==> config.mk <==
export PLATFORM = sky130hd
export DESIGN_NAME = ex_stage
export DESIGN_NICKNAME = d
export VERILOG_FILES = /design/src/rtl/ex_stage.sv
export SDC_FILE = /design/constraint.sdc
export NUM_CORES = 1
export LEC_CHECK = 0
export BUFFER_PORTS_ARGS = -buffer_cell sky130_fd_sc_hd__buf_2
export CAP_MARGIN = 5
export CORE_MARGIN = 3
export CORE_UTILIZATION = 53
export CTS_CLUSTER_DIAMETER = 50
export DETAILED_ROUTE_END_ITERATION = 6
export PLACE_DENSITY_LB_ADDON = 0.1
export SLEW_MARGIN = 20
export SYNTH_ARGS = -nofsm -noshare
export SYNTH_HDL_FRONTEND = slang
export SYNTH_SLANG_ARGS = --single-unit
==> constraint.sdc <==
create_clock -name clk -period 6.8 [get_ports clk]
set_input_delay 1.36 -clock clk [delete_from_list [all_inputs] [get_ports clk]]
set_output_delay 1.36 -clock clk [all_outputs]
set_load 0.02 [all_outputs]
==> src/rtl/ex_stage.sv <==
// Execute stage: operand forwarding, ALU, write-register select and the EX/MEM register.
// The iterative multiply/divide unit with HI/LO is built only when EX_STAGE_MULDIV_EN is defined.
module ex_stage (
    input  logic        clk,
    input  logic        resetn,
    input  logic        regwritee,
    input  logic        memtorege,
    input  logic        memwritee,
    input  logic        alusrce,
    input  logic        jumplinke,
    input  logic [1:0]  regdste,
    input  logic [2:0]  alucontrole,
    input  logic [31:0] rd1e,
    input  logic [31:0] rd2e,
    input  logic [31:0] signimme,
    input  logic [31:0] pcplus4e,
    input  logic [4:0]  rse,
    input  logic [4:0]  rte,
    input  logic [4:0]  rde,
    input  logic        mdstarte,
    input  logic [1:0]  mdope,
    input  logic [1:0]  mfsele,
    input  logic [1:0]  forwardae,
    input  logic [1:0]  forwardbe,
    input  logic [31:0] resultw,
    output logic        regwritem,
    output logic        memtoregm,
    output logic        memwritem,
    output logic [31:0] aluoutm,
    output logic [31:0] writedatam,
    output logic [4:0]  writeregm,
    output logic        mdbusy,
    output logic [31:0] hi,
    output logic [31:0] lo
);

    localparam int unsigned XLEN = 32;
    localparam int unsigned RLEN = 5;

    logic [XLEN-1:0] srca;
    logic [XLEN-1:0] srcb;
    logic [XLEN-1:0] writedata;
    logic [XLEN-1:0] alu_res;
    logic [XLEN-1:0] ex_res;
    logic [RLEN-1:0] writereg;
    logic            bubble;

    // rs is consumed by the hazard unit, not here
    logic unused_rse;
    assign unused_rse = ^rse;

    // Operand forwarding muxes
    always_comb begin
        srca      = rd1e;
        writedata = rd2e;
        case (forwardae)
            2'b10:   srca = aluoutm;
            2'b01:   srca = resultw;
            default: srca = rd1e;
        endcase
        case (forwardbe)
            2'b10:   writedata = aluoutm;
            2'b01:   writedata = resultw;
            default: writedata = rd2e;
        endcase
        srcb = alusrce ? signimme : writedata;
    end

    always_comb begin
        alu_res = '0;
        case (alucontrole)
            3'b000: alu_res = srca & srcb;
            3'b001: alu_res = srca | srcb;
            3'b010: alu_res = srca + srcb;
            3'b011: alu_res = srca ^ srcb;
            3'b100: alu_res = srca & ~srcb;
            3'b101: alu_res = srca | ~srcb;
            3'b110: alu_res = srca - srcb;
            3'b111: alu_res = XLEN'($signed(srca) < $signed(srcb));
            default: alu_res = '0;
        endcase
    end

    always_comb begin
        writereg = '0;
        case (regdste)
            2'b00:   writereg = rte;
            2'b01:   writereg = rde;
            2'b10:   writereg = RLEN'(31);
            default: writereg = '0;
        endcase
    end

    // Link address wins over HI/LO moves, which win over the ALU
    always_comb begin
        ex_res = alu_res;
        if (jumplinke) begin
            ex_res = pcplus4e;
        end else if (mfsele == 2'b01) begin
            ex_res = hi;
        end else if (mfsele == 2'b10) begin
            ex_res = lo;
        end
    end

    // A HI/LO read while the unit is still computing must not retire
    assign bubble = mdbusy & ((mfsele == 2'b01) | (mfsele == 2'b10));

    always_ff @(posedge clk) begin
        if (!resetn) begin
            regwritem  <= 1'b0;
            memtoregm  <= 1'b0;
            memwritem  <= 1'b0;
            aluoutm    <= '0;
            writedatam <= '0;
            writeregm  <= '0;
        end else begin
            regwritem  <= regwritee & ~bubble;
            memtoregm  <= memtorege & ~bubble;
            memwritem  <= memwritee & ~bubble;
            aluoutm    <= ex_res;
            writedatam <= writedata;
            writeregm  <= writereg;
        end
    end

`ifdef EX_STAGE_MULDIV_EN
    localparam int unsigned CLEN = 6;
    localparam logic [CLEN-1:0] LAST_STEP = CLEN'(XLEN - 1);

    typedef enum logic {MD_IDLE, MD_BUSY} md_state_e;

    md_state_e       state_q, state_d;
    logic [CLEN-1:0] cnt_q, cnt_d;
    logic [1:0]      op_q, op_d;
    logic            neg_q, neg_d;
    logic            rneg_q, rneg_d;
    logic            busy_q, busy_d;
    logic [XLEN-1:0] acc_q, acc_d;
    logic [XLEN-1:0] qr_q, qr_d;
    logic [XLEN-1:0] mc_q, mc_d;
    logic [XLEN-1:0] hi_q, hi_d;
    logic [XLEN-1:0] lo_q, lo_d;

    logic            a_neg, b_neg;
    logic [XLEN-1:0] a_mag, b_mag;
    logic [XLEN:0]   msum;
    logic [XLEN-1:0] macc, mqr;
    logic [XLEN:0]   dshift;
    logic [XLEN+1:0] ddiff;
    logic            dfit;
    logic [XLEN-1:0] dacc, dqr;
    logic [2*XLEN-1:0] prod;

    // Signed ops (even opcode bit 0) work on magnitudes and fix the sign at the end
    assign a_neg = ~mdope[0] & srca[XLEN-1];
    assign b_neg = ~mdope[0] & srcb[XLEN-1];
    assign a_mag = a_neg ? -srca : srca;
    assign b_mag = b_neg ? -srcb : srcb;

    // Multiply step: conditional add into the upper half, then shift the pair right
    assign msum = {1'b0, acc_q} + (qr_q[0] ? {1'b0, mc_q} : '0);
    assign macc = msum[XLEN:1];
    assign mqr  = {msum[0], qr_q[XLEN-1:1]};
    assign prod = {macc, mqr};

    // Restoring divide step: shift in the next dividend bit, keep the difference if non-negative
    assign dshift = {acc_q, qr_q[XLEN-1]};
    assign ddiff  = {1'b0, dshift} - {2'b00, mc_q};
    assign dfit   = ~ddiff[XLEN+1];
    assign dacc   = dfit ? ddiff[XLEN-1:0] : dshift[XLEN-1:0];
    assign dqr    = {qr_q[XLEN-2:0], dfit};

    always_ff @(posedge clk) begin
        if (!resetn) begin
            state_q <= MD_IDLE;
            cnt_q   <= '0;
            op_q    <= '0;
            neg_q   <= 1'b0;
            rneg_q  <= 1'b0;
            busy_q  <= 1'b0;
            acc_q   <= '0;
            qr_q    <= '0;
            mc_q    <= '0;
            hi_q    <= '0;
            lo_q    <= '0;
        end else begin
            state_q <= state_d;
            cnt_q   <= cnt_d;
            op_q    <= op_d;
            neg_q   <= neg_d;
            rneg_q  <= rneg_d;
            busy_q  <= busy_d;
            acc_q   <= acc_d;
            qr_q    <= qr_d;
            mc_q    <= mc_d;
            hi_q    <= hi_d;
            lo_q    <= lo_d;
        end
    end

    always_comb begin
        state_d = state_q;
        cnt_d   = cnt_q;
        op_d    = op_q;
        neg_d   = neg_q;
        rneg_d  = rneg_q;
        busy_d  = busy_q;
        acc_d   = acc_q;
        qr_d    = qr_q;
        mc_d    = mc_q;
        hi_d    = hi_q;
        lo_d    = lo_q;
        case (state_q)
            MD_IDLE: begin
                if (mdstarte) begin
                    state_d = MD_BUSY;
                    busy_d  = 1'b1;
                    cnt_d   = '0;
                    op_d    = mdope;
                    neg_d   = a_neg ^ b_neg;
                    rneg_d  = a_neg;
                    acc_d   = '0;
                    qr_d    = a_mag;
                    mc_d    = b_mag;
                end
            end
            MD_BUSY: begin
                cnt_d = cnt_q + CLEN'(1);
                if (op_q[1]) begin
                    acc_d = dacc;
                    qr_d  = dqr;
                end else begin
                    acc_d = macc;
                    qr_d  = mqr;
                end
                if (cnt_q == LAST_STEP) begin
                    state_d = MD_IDLE;
                    busy_d  = 1'b0;
                    if (op_q[1]) begin
                        lo_d = (mc_q == '0) ? '1 : (neg_q ? -dqr : dqr);
                        hi_d = rneg_q ? -dacc : dacc;
                    end else begin
                        {hi_d, lo_d} = neg_q ? -prod : prod;
                    end
                end
            end
            default: begin
                state_d = MD_IDLE;
                busy_d  = 1'b0;
            end
        endcase
    end

    assign mdbusy = busy_q;
    assign hi     = hi_q;
    assign lo     = lo_q;
`else
    logic unused_md;
    assign unused_md = ^{mdstarte, mdope};

    assign mdbusy = 1'b0;
    assign hi     = '0;
    assign lo     = '0;
`endif

endmodule

==> impl_metrics.json <==
{
  "cts_made_buffers": 9,
  "cpPeakStageDelay_ps": 850,
  "layout-drive-gt1-share_pct": 20.87,
  "ios": 333,
  "async_reset_ff_share_pct": 0,
  "ir_drop_v": 0.0002343,
  "synth_fa_ha_area_share_pct": 9.482,
  "rsz0062_at_grt": "no",
  "worstHoldStart": "aluoutm[17]",
  "mostFrequentLayoutCell": "buf_2",
  "regToRegSetupSlack_ps": 2470,
  "area_growth_pct": 16.02,
  "grt_usage_pct": 40.51,
  "leakage_nw": 5.132,
  "whs_endpoint": "writedatam[17]",
  "clock_latency_ps": 340,
  "grt_pass1_vias": 10370,
  "maxSlewViolCount": 0,
  "cts_tree": "done",
  "clock.fmax_ghz": 0.1671,
  "synth_area_leader_cell": "dfxtp_1",
  "cp_num_buf_inv": 3,
  "outcome": "complete, no violations",
  "synth_compound_area_share_pct": 37.50,
  "synth_edf_count": 0,
  "cts_max_path_buffers": 2,
  "grt_max_degree": 72,
  "crit_chain": "buf_2 -> inv_1 -> ha_1 -> a22oi_1 -> o21ai_0 -> ha_1 -> o21bai_1 -> a21oi_1 -> o311ai_1 -> a2111oi_1 -> buf_4 -> o31ai_1 -> a21oi_1 -> xnor2_1 -> o21ai_0",
  "dp.cells": 1819,
  "fin_nets": 1870,
  "initial_core_util_pct": 55.04,
  "yosys.area_share.simple_pct": 19.09,
  "fin_crit_sh_pct": 88.00,
  "synth_area_leaders": "dfxtp_1, ha_1, o21ai_0",
  "htreeDepth": 3,
  "worstMarginPinSlew_ps": 1036,
  "cts_setup_buffers": 0,
  "hold_class": "reg2reg",
  "core-area_mm2": 0.01760,
  "drt-initial-drc-count": 1606,
  "finalWirelength_um": 43190,
  "crit_family": "compound AO/OA/AOI/OAI gates",
  "crit_required_ps": 7010,
  "min_path_cells": 3,
  "synthCells": 1402,
  "path_clk_slew_ps": 60,
  "root_buffer": "clkbuf_16",
  "rows": 48,
  "numPortBuffers": 259,
  "synth_mux_area_share_pct": 1.589,
  "worstReg2RegEnd": "aluoutm[23]",
  "wire_per_inst_um": 23.40,
  "ys_ff_latch": 72,
  "worstPathArrival_ps": 6190,
  "fin_setup_tns_ps": 0,
  "fillers": 1684,
  "cp-end-kind": "flip-flop",
  "ys.flop_type": "dfxtp_1",
  "reg2reg_depth": 12,
  "die_h_um": 141.2,
  "post-route-drc-count": 0,
  "layout_common_cells": "buf_2, o21ai_0, nand2_1",
  "die_w_um": 141.2,
  "path_class": "in2reg",
  "hold_buffers": 0,
  "drtPass1Iterations": 6,
  "grt_antenna_before_repair": 11,
  "fin_cells": 1846,
  "drv_cap": 0,
  "place.gp.congestion": 1.033,
  "reg2reg_from": "aluoutm[1]",
  "syn_avg_cell_area_um2": 6.908,
  "vias_per_cell": 6.511,
  "cts.sinks": 72,
  "dp_hpwl_um": 33760,
  "setup_viol": 0,
  "post_cts_resized": 0,
  "grt_overflow": 0,
  "dieArea_mm2": 0.01993,
  "yosysTopAreaCellShare_pct": 14.88,
  "worstSetupStartpointType": "primary input",
  "total_power_mw": 2.290,
  "synth_area_mm2": 0.009686,
  "slew_headroom_pct": 30.19,
  "ant_nets": 0,
  "synth_top_family_by_area": "compound AO/OA/AOI/OAI gates",
  "synth-xor-area-share_pct": 4.702,
  "hold_violations": 0,
  "crit_fanout": 20,
  "crit_slowest_cell": "o21ai_0",
  "finalCriticalPeriod_ps": 5984,
  "ys_seq_area_share_pct": 14.88,
  "ys_types": 83,
  "power_density_mw_per_mm2": 203.8,
  "synth_warnings": 0,
  "grt_first_pass_wirelength_um": 63120,
  "clock-skew-final_ps": 6.804,
  "vias": 12020
}
flip-flops by register name, summed over array words and instances, names as in the netlist:
register and count:
memtoregm 1, writeregm 5, regwritem 1, aluoutm 32, writedatam 32, memwritem 1
how the worst max path moves through the flow:
stage | start | to | depth (start not counted)
global placement | forwardbe[0] | aluoutm[30] | 17
floorplan | forwardbe[0] | aluoutm[25] | 20
CTS | forwardbe[0] | aluoutm[30] | 17
detailed placement | forwardbe[0] | aluoutm[30] | 17
global route | forwardae[1] | aluoutm[27] | 16
finish | forwardae[1] | aluoutm[23] | 15
logic make-up (layout without fill, tap and decap cells):
kind of cell,count (synthesis),count (layout)
AOI/OAI and AO/OA,546,546
adders and majority gates,73,73
buffers and inverters,254,398
muxes,15,15
and+or+nand+nor,389,389
DFF,72,72
xor gates and xnor gates,52,52
other,1,76
power by group:
group          internal (mW)  total (mW)  switching (mW)  leakage (nW)
Clock                  0.285       0.477           0.192         0.135
Sequential             0.458       0.479          0.0205         0.597
Combinational          0.459        1.33           0.876          4.40
metrics by stage:
stage          setup slack (ps)  cell area [µm²]  utilization (%)  hold WS, ps
6_report                  816.3            11240            63.86        738.9
5_1_grt                   564.1            11230            63.84        803.9
4_1_cts                    1034            11210            63.70        729.6
3_5_place_dp              691.9            10910            62.00        700.4
3_3_place_gp              698.9            10910            62.00        698.7
2_1_floorplan              1636             9926                -        794.6
worst register-to-register path, delay by kind of cell (launching register included):
family          cells  cell delay, ps
compound gates      9            2980
xor+xnor            1             210
flops               1             400
buf+inv             1             190
fa+ha+maj           1             420
layout make-up:
type | count | area (µm²) | share of cell area [%]
diodes | 11 | 27.53 | 0.2450
clock buffers | 10 | 229.0 | 2.038
clock inverters | 6 | 70.07 | 0.6235
inverters | 84 | 317.8 | 2.828
multi-input cells | 1140 | 7256 | 64.57
flip-flops and latches | 72 | 1441 | 12.83
well taps | 225 | 281.5 | 2.505
repair buffers | 298 | 1614 | 14.36
cell usage after synthesis (15+ instances only):
cell,count
a211oi_1,18
nor2_1,91
o211ai_1,20
nor3_1,30
ha_1,67
a221o_1,33
dfxtp_1,72
a21oi_1,115
buf_4,67
xnor2_1,48
inv_1,82
o21ai_0,143
nor2b_1,45
and2_1,16
clkbuf_1,78
nand2_1,125
nor4_1,15
a22oi_1,49
nand3_1,25
a31oi_1,19
o22ai_1,15
metal layers:
metal	share of wire, %	track usage (%)	routed length (µm)	vias up
met1	40	58.08	17290	5529
met5	0.025	0	11	-
met3	14	9.905	6218	104
li1	-	-	-	5420
met4	3.5	12.65	1502	2
met2	42	59.62	18170	964
(Power assumes the default switching activity.)
